$ cat config.mk
export PLATFORM = sky130hd
export DESIGN_NAME = array_pack_loader_flat
export DESIGN_NICKNAME = d
export VERILOG_FILES = /design/src/rtl/array_pkg.sv /design/src/rtl/array_pack_loader_if.sv /design/src/rtl/pack_shift_reg.sv /design/src/rtl/array_pack_loader.sv /design/src/flat_wrapper.sv
export SDC_FILE = /design/constraint.sdc
export NUM_CORES = 1
export LEC_CHECK = 0
export ABC_AREA = 1
export BUFFER_PORTS_ARGS = -buffer_cell sky130_fd_sc_hd__buf_2
export CORE_UTILIZATION = 25
export CTS_CLUSTER_DIAMETER = 40
export DETAILED_ROUTE_END_ITERATION = 16
export MAX_ROUTING_LAYER = met4
export SETUP_SLACK_MARGIN = 0.1
export SYNTH_ARGS = -nofsm -noshare
export SYNTH_HDL_FRONTEND = slang
export SYNTH_HIERARCHICAL = 1
export SYNTH_SLANG_ARGS = --single-unit
export TNS_END_PERCENT = 10
$ cat constraint.sdc
create_clock -name clk -period 2.37 [get_ports clk]
set_input_delay 0.711 -clock clk [delete_from_list [all_inputs] [get_ports clk]]
set_output_delay 0.711 -clock clk [all_outputs]
set_load 0.05 [all_outputs]
$ cat src/rtl/array_pkg.sv
// Shared constants and types for the array_sum operand loader.
package array_pkg;

  localparam int DEF_N     = 10;
  localparam int DEF_W     = 8;
  localparam int DEF_CHK_W = 16;

  function automatic int idx_width(input int n);
    return (n > 1) ? $clog2(n) : 1;
  endfunction

  localparam int IDX_W = idx_width(DEF_N);

  typedef enum logic [1:0] {
    FILL_A,
    FILL_B,
    HOLD
  } state_t;

endpackage

$ cat src/rtl/array_pack_loader_if.sv
// Element stream in, packed operand pair out, for the array_pack_loader.
interface array_pack_loader_if #(
  parameter int N     = array_pkg::DEF_N,
  parameter int W     = array_pkg::DEF_W,
  parameter int CHK_W = array_pkg::DEF_CHK_W
) ();

  logic [W-1:0]     in_data;
  logic             in_valid;
  logic             in_ready;
  logic [N*W-1:0]   num1;
  logic [N*W-1:0]   num2;
  logic [CHK_W-1:0] chk;
  logic             out_valid;
  logic             out_ack;

  modport master (
    output in_data, in_valid, out_ack,
    input  in_ready, num1, num2, chk, out_valid
  );

  modport slave (
    input  in_data, in_valid, out_ack,
    output in_ready, num1, num2, chk, out_valid
  );

endinterface

$ cat src/rtl/pack_shift_reg.sv
// Left-shifting packer: after N enables the first element sits in the top W bits.
module pack_shift_reg
  import array_pkg::*;
#(
  parameter int N = DEF_N,
  parameter int W = DEF_W
) (
  input  logic           clk,
  input  logic           res,
  input  logic           en,
  input  logic [W-1:0]   din,
  output logic [N*W-1:0] q
);

  always_ff @(posedge clk) begin
    if (res) begin
      q <= '0;
    end else if (en) begin
      q <= {q[(N-1)*W-1:0], din};
    end
  end

endmodule

$ cat src/rtl/array_pack_loader.sv
// Fills num1 then num2 from an element stream and holds both, with a checksum,
// until the consumer acknowledges them.
module array_pack_loader
  import array_pkg::*;
#(
  parameter int N     = DEF_N,
  parameter int W     = DEF_W,
  parameter int CHK_W = DEF_CHK_W
) (
  input logic                clk,
  input logic                res,
  array_pack_loader_if.slave bus
);

  localparam int IW = idx_width(N);

  state_t           state;
  state_t           state_nxt;
  logic [IW-1:0]    idx;
  logic [CHK_W-1:0] chk_q;
  logic             in_ready_c;
  logic             out_valid_c;
  logic             en_a;
  logic             en_b;
  logic             accept;
  logic             last;

  assign accept = en_a | en_b;
  assign last   = (idx == IW'(N - 1));

  always_ff @(posedge clk) begin
    if (res) begin
      state <= FILL_A;
    end else begin
      state <= state_nxt;
    end
  end

  always_comb begin
    state_nxt = state;
    case (state)
      FILL_A:  if (accept && last) state_nxt = FILL_B;
      FILL_B:  if (accept && last) state_nxt = HOLD;
      HOLD:    if (bus.out_ack) state_nxt = FILL_A;
      default: state_nxt = FILL_A;
    endcase
  end

  // Handshake outputs decode the registered state only, so in_valid never reaches in_ready.
  always_comb begin
    in_ready_c  = 1'b0;
    out_valid_c = 1'b0;
    en_a        = 1'b0;
    en_b        = 1'b0;
    case (state)
      FILL_A: begin
        in_ready_c = 1'b1;
        en_a       = bus.in_valid;
      end
      FILL_B: begin
        in_ready_c = 1'b1;
        en_b       = bus.in_valid;
      end
      HOLD:    out_valid_c = 1'b1;
      default: ;
    endcase
  end

  always_ff @(posedge clk) begin
    if (res) begin
      idx <= '0;
    end else if (accept) begin
      idx <= last ? '0 : idx + IW'(1);
    end
  end

  // The first element of a new pair restarts the sum rather than adding to the old one.
  always_ff @(posedge clk) begin
    if (res) begin
      chk_q <= '0;
    end else if (accept) begin
      if (state == FILL_A && idx == '0) begin
        chk_q <= CHK_W'(bus.in_data);
      end else begin
        chk_q <= chk_q + CHK_W'(bus.in_data);
      end
    end
  end

  pack_shift_reg #(.N(N), .W(W)) u_pack_a (
    .clk (clk),
    .res (res),
    .en  (en_a),
    .din (bus.in_data),
    .q   (bus.num1)
  );

  pack_shift_reg #(.N(N), .W(W)) u_pack_b (
    .clk (clk),
    .res (res),
    .en  (en_b),
    .din (bus.in_data),
    .q   (bus.num2)
  );

  assign bus.in_ready  = in_ready_c;
  assign bus.out_valid = out_valid_c;
  assign bus.chk       = chk_q;

endmodule
$ cat src/flat_wrapper.sv
// flat-port wrapper written by rule: the top's interface ports become plain ports
module array_pack_loader_flat import array_pkg::*;
#(
  parameter int N     = DEF_N,
  parameter int W     = DEF_W,
  parameter int CHK_W = DEF_CHK_W
)
  (clk, res, bus_in_data, bus_in_valid, bus_out_ack, bus_in_ready, bus_num1, bus_num2, bus_chk, bus_out_valid);
  array_pack_loader_if #(.N(N), .W(W), .CHK_W(CHK_W)) bus_i ();
  input logic clk;
  input logic res;
  input wire logic [$bits(bus_i.in_data)-1:0] bus_in_data;
  input wire logic [$bits(bus_i.in_valid)-1:0] bus_in_valid;
  input wire logic [$bits(bus_i.out_ack)-1:0] bus_out_ack;
  output wire logic [$bits(bus_i.in_ready)-1:0] bus_in_ready;
  output wire logic [$bits(bus_i.num1)-1:0] bus_num1;
  output wire logic [$bits(bus_i.num2)-1:0] bus_num2;
  output wire logic [$bits(bus_i.chk)-1:0] bus_chk;
  output wire logic [$bits(bus_i.out_valid)-1:0] bus_out_valid;
  assign bus_i.in_data = bus_in_data;
  assign bus_i.in_valid = bus_in_valid;
  assign bus_i.out_ack = bus_out_ack;
  assign bus_in_ready = bus_i.in_ready;
  assign bus_num1 = bus_i.num1;
  assign bus_num2 = bus_i.num2;
  assign bus_chk = bus_i.chk;
  assign bus_out_valid = bus_i.out_valid;
  array_pack_loader #(.N(N), .W(W), .CHK_W(CHK_W)) u_core (.clk(clk), .res(res), .bus(bus_i));
endmodule
# Yosys cells after proc, flatten, opt, wreduce, memory -nomap -nowiden
# Cells that the tools add are included.
word_totals:
  register_bits: 182
  in_bits: 12
  output_inout_bits: 178
  word_cells: 30
classes:
  add_sub_neg: 2
  n_eq_ne: 6
  muxes: 10
  bitwise: 1
  n_reduce_logical: 6
ops:
  columns: ["cell", "count"]
  rows:
  - ["adder 16 x 8 -> 16 bit", 1]
  - ["2-to-1 mux 16 bit", 1]
  - ["2-to-1 mux 2 bit", 3]
  - ["case mux 2 bit (3 select lines)", 1]
  - ["adder 4 x 1 -> 4 bit (second input constant)", 1]
  - ["== test 4 bit (second input constant)", 1]
  - ["logical NOT 4 bit", 1]
  - ["2-to-1 mux 1 bit", 4]
  - ["2-to-1 mux 4 bit", 1]
  - ["!= test 2 x 1 -> 1 bit (second input constant)", 2]
  - ["AND reduction 3 bit", 1]
  - ["== test 2 x 1 -> 1 bit (second input constant)", 1]
  - ["== test 2 bit (second input constant)", 1]
  - ["logical AND 1 bit", 2]
  - ["logical NOT 2 bit", 1]
  - ["!= test 2 bit (second input constant)", 1]
  - ["OR reduction 2 bit", 1]
  - ["bitwise OR 1 bit", 1]

# Depth between registers and ports, before layout
# Gate-level depths: netlist of the first run.
depth:
  word_depth: 6
  mapped_depth: 11
  mapped_depth_nobuf: 11

# Modules after synthesis
# Netlist of the first run, hierarchy kept.
modules_own_cells:
  columns: ["module", "instances", "cells_per_inst", "area_per_inst_um2", "seq_area_each_um2"]
  rows:
  - ["pack_shift_reg", 2, 507, 3265.6, 1601.5]
  - ["array_pack_loader", 1, 255, 1610.3, 440.4]

# Worst setup path before layout of the first run
# OpenSTA, ideal clock, no wires.
synth_path:
  kind: "input -> register"
  from: "in bus_in_data[0]"
  to: "reg u_core.chk_q[12], in the netlist u_core/bus.chk[12]"
  setup_time_ps: 113
  t_arrival_ps: 1966
  t_required_ps: 2257
  setup_slack_ps: 291
  stages: 10
  n_path_buf: 0
  cell_sequence: "ha_1 > fa_1 > nand2_1 > nand3_1 > nand3_1 > nand2_1 > nand3b_1 > nand2_1 > nand2_1 > nor2_1"
synth_via:
  elab_chain_cells: 2
synth_lines:
  columns: ["element", "line", "rtl"]
  rows:
  - ["start: declaration", "flat_wrapper.sv:12", "input wire logic [$bits(bus_i.in_data)-1:0] bus_in_data;"]
  - ["adder 16 x 8 -> 16 bit", "array_pack_loader.sv:85", "chk_q <= chk_q + CHK_W'(bus.in_data);"]
  - ["2-to-1 mux 16 bit", "array_pack_loader.sv:82", "if (state == FILL_A && idx == '0) begin"]
  - ["end signal: assignment", "array_pack_loader.sv:83", "chk_q <= CHK_W'(bus.in_data);"]
  - ["end signal: assignment", "array_pack_loader.sv:85", null]
  - ["end: declaration", "array_pack_loader.sv:20", "logic [CHK_W-1:0] chk_q;"]
# Every way passes these cells.
# A chain may end at the register's enable or synchronous reset.

# Final worst setup path of the first run
layout_path:
  from: "reg u_core.state[1]"
  to: "out bus_out_valid"
layout_via:
  elab_chain_cells: 2
layout_lines:
  columns: ["element", "line", "rtl"]
  rows:
  - ["start: declaration", "array_pack_loader.sv:17", "state_t state;"]
  - ["start signal: assignment", "array_pack_loader.sv:35", "state <= state_nxt;"]
  - ["== test 2 bit", "array_pack_loader.sv:55", "case (state)"]
  - ["2-to-1 mux 1 bit", "array_pack_loader.sv:55", null]
  - ["end: declaration", "flat_wrapper.sv:19", "output wire logic [$bits(bus_i.out_valid)-1:0] bus_out_valid;"]
# Every way passes these cells.

==> flow_metrics.tcl, run 1 <==
set metrics [dict create \
    critical_path_arrival_ns 1.36 \
    hp-class "reg -> reg" \
    p_per_area_nw_per_um2 705 \
    r2r_cells 10 \
    cp.depth 3 \
    dpl_worst_slack_ns 0.00627 \
    synth_top_area_share_pct 44.8 \
    startpoint_type "flop" \
    placed_cell_area_um2 9510 \
    crit_required_ns 1.66 \
    die_x_um 182 \
    drtIter0Drc 401 \
    slew_violations 0 \
    r2r-start "u_core/bus.chk[0]" \
    skew_ns 0.0156 \
    postCtsSetupBuffers 0 \
    dieArea_um2 33300 \
    grt_overflow_total 0 \
    period_needed_ns 2.07 \
    start_util_pct 25.6 \
    r2r_slack_ns 0.49 \
    cts.repair.resized 0 \
    path_cells "inv_1 -> nor2_1 -> buf_2" \
    synth_common_cells "384 x nand2_1, 345 x nor2_1, 198 x inv_1" \
    yosysWarnings 6 \
    yosys.cell_types.count 33 \
    critPathMaxFanout 3 \
    worst_r2r_endpoint "u_core/bus.chk[12]" \
    cp_slowest_cell "dfxtp_1" \
    slew_headroom_pct 63.3 \
    endpoint_kind "output port" \
    port_buffers 189 \
    synth_edf_count 0 \
    worst-path-buf-inv 2 \
    finalHoldViolCount 0 \
    timing.final.ws_setup_ns 0.299 \
    vias_per_cell 3.96 \
    place_congestion 0.876 \
    synth_ff_type "dfxtp_1" \
    drive_gt1_share_pct 17.8 \
    intPower_mw 4.87 \
    crit_family "buffers and inverters" \
    tns_ns 0 \
    cts_tree "yes" \
    cts_made_buffers 17 \
    power.switching_mw 2.24 \
    num_rows 65 \
    p_leak_nw 5.02 \
    clkPwrFrac_pct 39.5 \
    cap_violations 0 \
    ant_nets 0 \
    crit_type "reg -> out" \
    synth_area_leaders "dfxtp_1 45%, nand2_1 18%, nor2_1 16%" \
    setup_violations 0 \
    grt_pass1_vias 6724 \
    drt_first_pass_iters 5 \
    holdBufCountCts 0 \
    hpwl_mm 14.9 \
    wirelength_mm 20.9 \
    setup.worst_path.start "u_core/state[1]" \
    core_area_um2 31800 \
    synth_seq_cells 182 \
    rsz0062_at_grt "no" \
    antenna_found_initial 1 \
    worstSkewPairLatency_ns 0.45 \
    ioPinCount 190 \
    cts.sink_count 182 \
    drt-wirelength-per-cell_um 11.1 \
    design_area_um2 10100 \
    status "finished clean" \
    syn_inst 1269 \
    grt_pass1_wl_mm 34.2 \
    drc 0 \
    vdd_drop_max_v 0.000503 \
    die_y_um 182 \
    seq_area_frac_synth_pct 44.8 \
    htreeDepth 4 \
    fin_crit_sh_pct 87.4 \
    max_freq_mhz 483 \
    clkTransAtPathRegs_ns 0.07 \
    seq_power_share_pct 45.6 \
    root_buffer "clkbuf_16" \
    post-route-util_pct 31.7 \
    worst_slew_pin_slew_ns 0.548 \
    p_sw_share_pct 31.5 \
    syn-cell-area_um2 8140 \
    synth.largest_area_cell "dfxtp_1" \
    power_frac_comb_pct 14.9 \
    yosysMostFrequentCell "nand2_1" \
    cts.path.max_buffers 2 \
    synth_nets 1290 \
    syn2layout_area_growth_pct 23.9 \
    syn_avg_cell_area_um2 6.42 \
    grt_util_all_layers_pct 13.3 \
    ys_async_sr_fraction_pct 0 \
    routed-via-count 7469 \
    max_stage_delay_ns 0.38 \
    grt_max_degree 64 \
    layout.nets 1458 \
    worstSetupEndpoint "bus_out_valid" \
]
sequential cells by signal, indices dropped and copies added, names as in the netlist:
| register | cells |
|---|---|
| u_core/idx | 4 |
| u_core/state | 2 |
| u_core/bus.chk | 16 |
| u_core/u_pack_a/q | 80 |
| u_core/u_pack_b/q | 80 |
power groups by stage:
stage / combinational (mW) / clock [mW] / sequential, mW
after floorplan: 0.468 / 0 / 3.66
after global placement: 1.06 / 0 / 3.31
after detailed placement: 1.07 / 0 / 3.32
after CTS: 1.07 / 2.93 / 3.25
after global routing: 1.17 / 3.05 / 3.26
final: 1.06 / 2.81 / 3.24
how the worst min path moves through the flow:
stage / end / startpoint / cells past startpoint
2_1_floorplan: u_core/idx[2] / u_core/idx[2] / 2
5_1_grt: u_core/u_pack_a/q[73] / u_core/u_pack_a/q[73] / 2
3_3_place_gp: u_core/u_pack_a/q[72] / u_core/u_pack_a/q[72] / 2
3_5_place_dp: u_core/u_pack_b/q[73] / u_core/u_pack_b/q[73] / 2
6_report: u_core/u_pack_a/q[78] / u_core/u_pack_a/q[78] / 2
4_1_cts: u_core/u_pack_b/q[73] / u_core/u_pack_b/q[73] / 2
cells by family (layout without fill, tap and decap cells):
| logic type | after synthesis | count (layout) | synth area share, % |
|---|---|---|---|
| xor+xnor | 1 | 1 | 0.108 |
| fa+ha+maj | 9 | 9 | 1.48 |
| flops | 182 | 182 | 44.8 |
| simple gates | 785 | 785 | 37.8 |
| other cells | 0 | 1 | 0 |
| compound gates | 27 | 27 | 1.97 |
| buf+inv | 265 | 446 | 13.9 |
worst reg2reg max path, delay by kind of cell (launching register included):
kind	cells	cell delay [ns]
simple gates	8	0.83
flops	1	0.34
fa+ha+maj	2	0.62
area by class of cell:
cell class | instances | area [um2]
Antenna cell | 1 | 2.50
Clock buffer | 19 | 443
Clock inverter | 13 | 130
Fill cell | 3532 | 21700
Inverter | 209 | 790
Multi-Input combinational cell | 822 | 3360
Sequential cell | 182 | 3640
Tap cell | 435 | 544
Timing Repair Buffer | 205 | 1170
metal layers:
layer	up-vias	track usage, %	share of wire (%)
met3	24	3.01	4.8
li1	4015	-	-
met2	165	21.3	47
met4	0	6.12	2.5
met1	3265	15.8	46
met5	-	-	0
metrics by stage:
step	power (mW)	hold WS [ns]	instances
floorplan	4.13	0.505	1269
global placement	4.37	0.456	1853
detailed placement	4.38	0.460	1853
CTS	7.25	0.470	1885
global route	7.48	0.495	1886
finish	7.11	0.469	1886
cells in the final DEF (no fill, tap or decap), types with 3 or more instances in the layout:
cell type,count
nor3_1,5
nor2_2,4
clkinv_1,4
inv_6,3
clkbuf_16,17
buf_12,8
nand3_1,31
o21ai_1,6
inv_8,4
nor2_1,345
buf_4,8
dfxtp_1,182
o211ai_1,4
nand3b_1,4
nand2_1,384
nand4_1,4
inv_1,196
inv_2,7
ha_1,8
buf_2,189
clkinv_4,4
a21oi_1,9
Power figures use the tool's default switching activity.
==> run 2, diff against run 1 <==
BUFFER_PORTS_ARGS = unset   (was -buffer_cell sky130_fd_sc_hd__buf_2)
CORE_UTILIZATION = 63   (was 25)
DONT_BUFFER_PORTS = 1   (was unset)
PLACE_DENSITY = 0.79   (was unset)
SKIP_LAST_GASP = 1   (was unset)
==> flow_metrics.tcl, run 2 (synthesis results as in run 1) <==
set metrics [dict create \
    dp_cells 1407 \
    worstSkewPairLatency_ns 0.43 \
    vias_per_cell 4.68 \
    max_freq_mhz 459 \
    critPathMaxFanout 3 \
    fin_crit_sh_pct 92.0 \
    crit_required_ns 1.66 \
    r2r_slack_ns 0.49 \
    cts_made_buffers 17 \
    hp-class "in -> reg" \
    hp-start "res" \
    crit_type "reg -> out" \
    cts.repair.resized 0 \
    vdd_drop_max_v 0.000442 \
    layout.nets 1275 \
    rsz0062_at_grt "no" \
    status "finished clean" \
    cts_tree "yes" \
    slew_headroom_pct 58.0 \
    cap_violations 0 \
    antenna_found_initial 0 \
    wirelength_mm 16.8 \
    critical_path_arrival_ns 1.47 \
    die_y_um 116 \
    drt-wirelength-per-cell_um 11.7 \
    whs_endpoint "u_core/idx[1]" \
    drtIter0Drc 563 \
    endpoint_kind "output port" \
    startpoint_type "flop" \
    routed-via-count 6740 \
    drt_first_pass_iters 7 \
    worst_r2r_endpoint "u_core/bus.chk[12]" \
    mostFrequentLayoutCells "384 x nand2_1, 345 x nor2_1, 196 x inv_1" \
    htreeDepth 4 \
    grt_pass1_wl_mm 26.2 \
    start_util_pct 64.5 \
    worst_slew_pin_slew_ns 0.629 \
    ant_nets 0 \
    root_buffer "clkbuf_16" \
    postCtsSetupBuffers 0 \
    port_buffers 0 \
    drc 0 \
    place_congestion 0.870 \
    finalHoldViolCount 0 \
    grt_pass1_vias 5765 \
    ioPinCount 190 \
    dieArea_um2 13400 \
    syn2layout_area_growth_pct 9.04 \
    ff_latch_area_um2 3640 \
    dr_wl_met2_mm 7.74 \
    hpwl_mm 11.1 \
    grt_max_degree 81 \
    setup_violations 0 \
    holdWs_ns 0.345 \
    p_per_area_nw_per_um2 808 \
    die_x_um 116 \
    skew_ns 0.00811 \
    met3_length_mm 1.48 \
    holdBufCountCts 0 \
    cts.sink_count 182 \
    r2r_cells 10 \
    fill_cells 1137 \
    p_leak_nw 4.09 \
    grt_util_all_layers_pct 25.6 \
    num_rows 41 \
    multi_input_area_um2 3360 \
    cts.path.max_buffers 2 \
    grt_overflow_total 0 \
    post-route-util_pct 70.3 \
    r2r-start "u_core/bus.chk[0]" \
    holdPathStages 1 \
    drive_gt1_share_pct 6.00 \
    dr.max_layer_used "met4" \
    core_area_um2 12600 \
    tns_ns 0 \
    layout_commonest_cell "nand2_1" \
    antenna_cells 0 \
    period_needed_ns 2.18 \
    slew_violations 0 \
    clkTransAtPathRegs_ns 0.06 \
    instances_no_fill 1439 \
    wl_met1_mm 7.28 \
]
==> run 2: changes by cell type in the layout (fill, tap and decap cells not counted), sizes merged <==
| cell | previous run | this run |
|---|---|---|
| buf | 205 | 22 |
| bufinv | 0 | 3 |
| clkbuf | 19 | 22 |
| clkinv | 9 | 7 |
| clkinvlp | 1 | 3 |
| diode | 1 | 0 |
| inv | 212 | 206 |
==> run 2: cell type report <==
| class | count | area share, % |
|---|---|---|
| well taps | 172 | 2.42 |
| flip-flops and latches | 182 | 41.0 |
| clock inverters | 10 | 1.61 |
| clock buffers | 22 | 5.57 |
| multi-input cells | 822 | 37.9 |
| repair buffers | 22 | 2.57 |
| inverters | 209 | 8.89 |
==> run 2: metal layers <==
metal,track usage (%),up-vias
met1,29.0,2882
met3,9.62,22
met4,9.15,0
met5,-,-
li1,-,3649
met2,41.4,187
==> run 2: critical path, cell delays in order, from the launching register on <==
cell     delay, ns
dfxtp_1       0.37
inv_1         0.27
nor2_1        0.18
buf_4         0.22
==> run 2: worst max path at each step <==
| stage | start | to | slack, ns | depth (start not counted) |
|---|---|---|---|---|
| 6_report | u_core/state[1] | bus_out_valid | 0.19 | 3 |
| 2_1_floorplan | bus_in_data[0] | u_core/bus.chk[12] | 0.29 | 10 |
| 3_5_place_dp | bus_in_data[0] | u_core/bus.chk[12] | 0.09 | 10 |
| 5_1_grt | u_core/state[1] | bus_out_valid | 0.13 | 3 |
| 3_3_place_gp | bus_in_data[0] | u_core/bus.chk[12] | 0.12 | 10 |
| 4_1_cts | u_core/state[1] | bus_out_valid | 0.17 | 3 |
==> run 2: metrics by stage <==
step | worst slack, ns | instance area [um2] | power [mW]
finish | 0.190 | 8880 | 7.18
global route | 0.135 | 8880 | 7.46
CTS | 0.170 | 8880 | 7.22
detailed placement | 0.0866 | 8240 | 4.26
global placement | 0.125 | 8240 | 4.25
floorplan | 0.291 | 8140 | 4.13
==> run 2: power by group <==
group	switching, mW	total (mW)	internal (mW)
sequential	0.404	3.57	3.16
clock	1.18	2.98	1.80
combinational	0.410	0.626	0.216
total	1.99	7.18	5.19
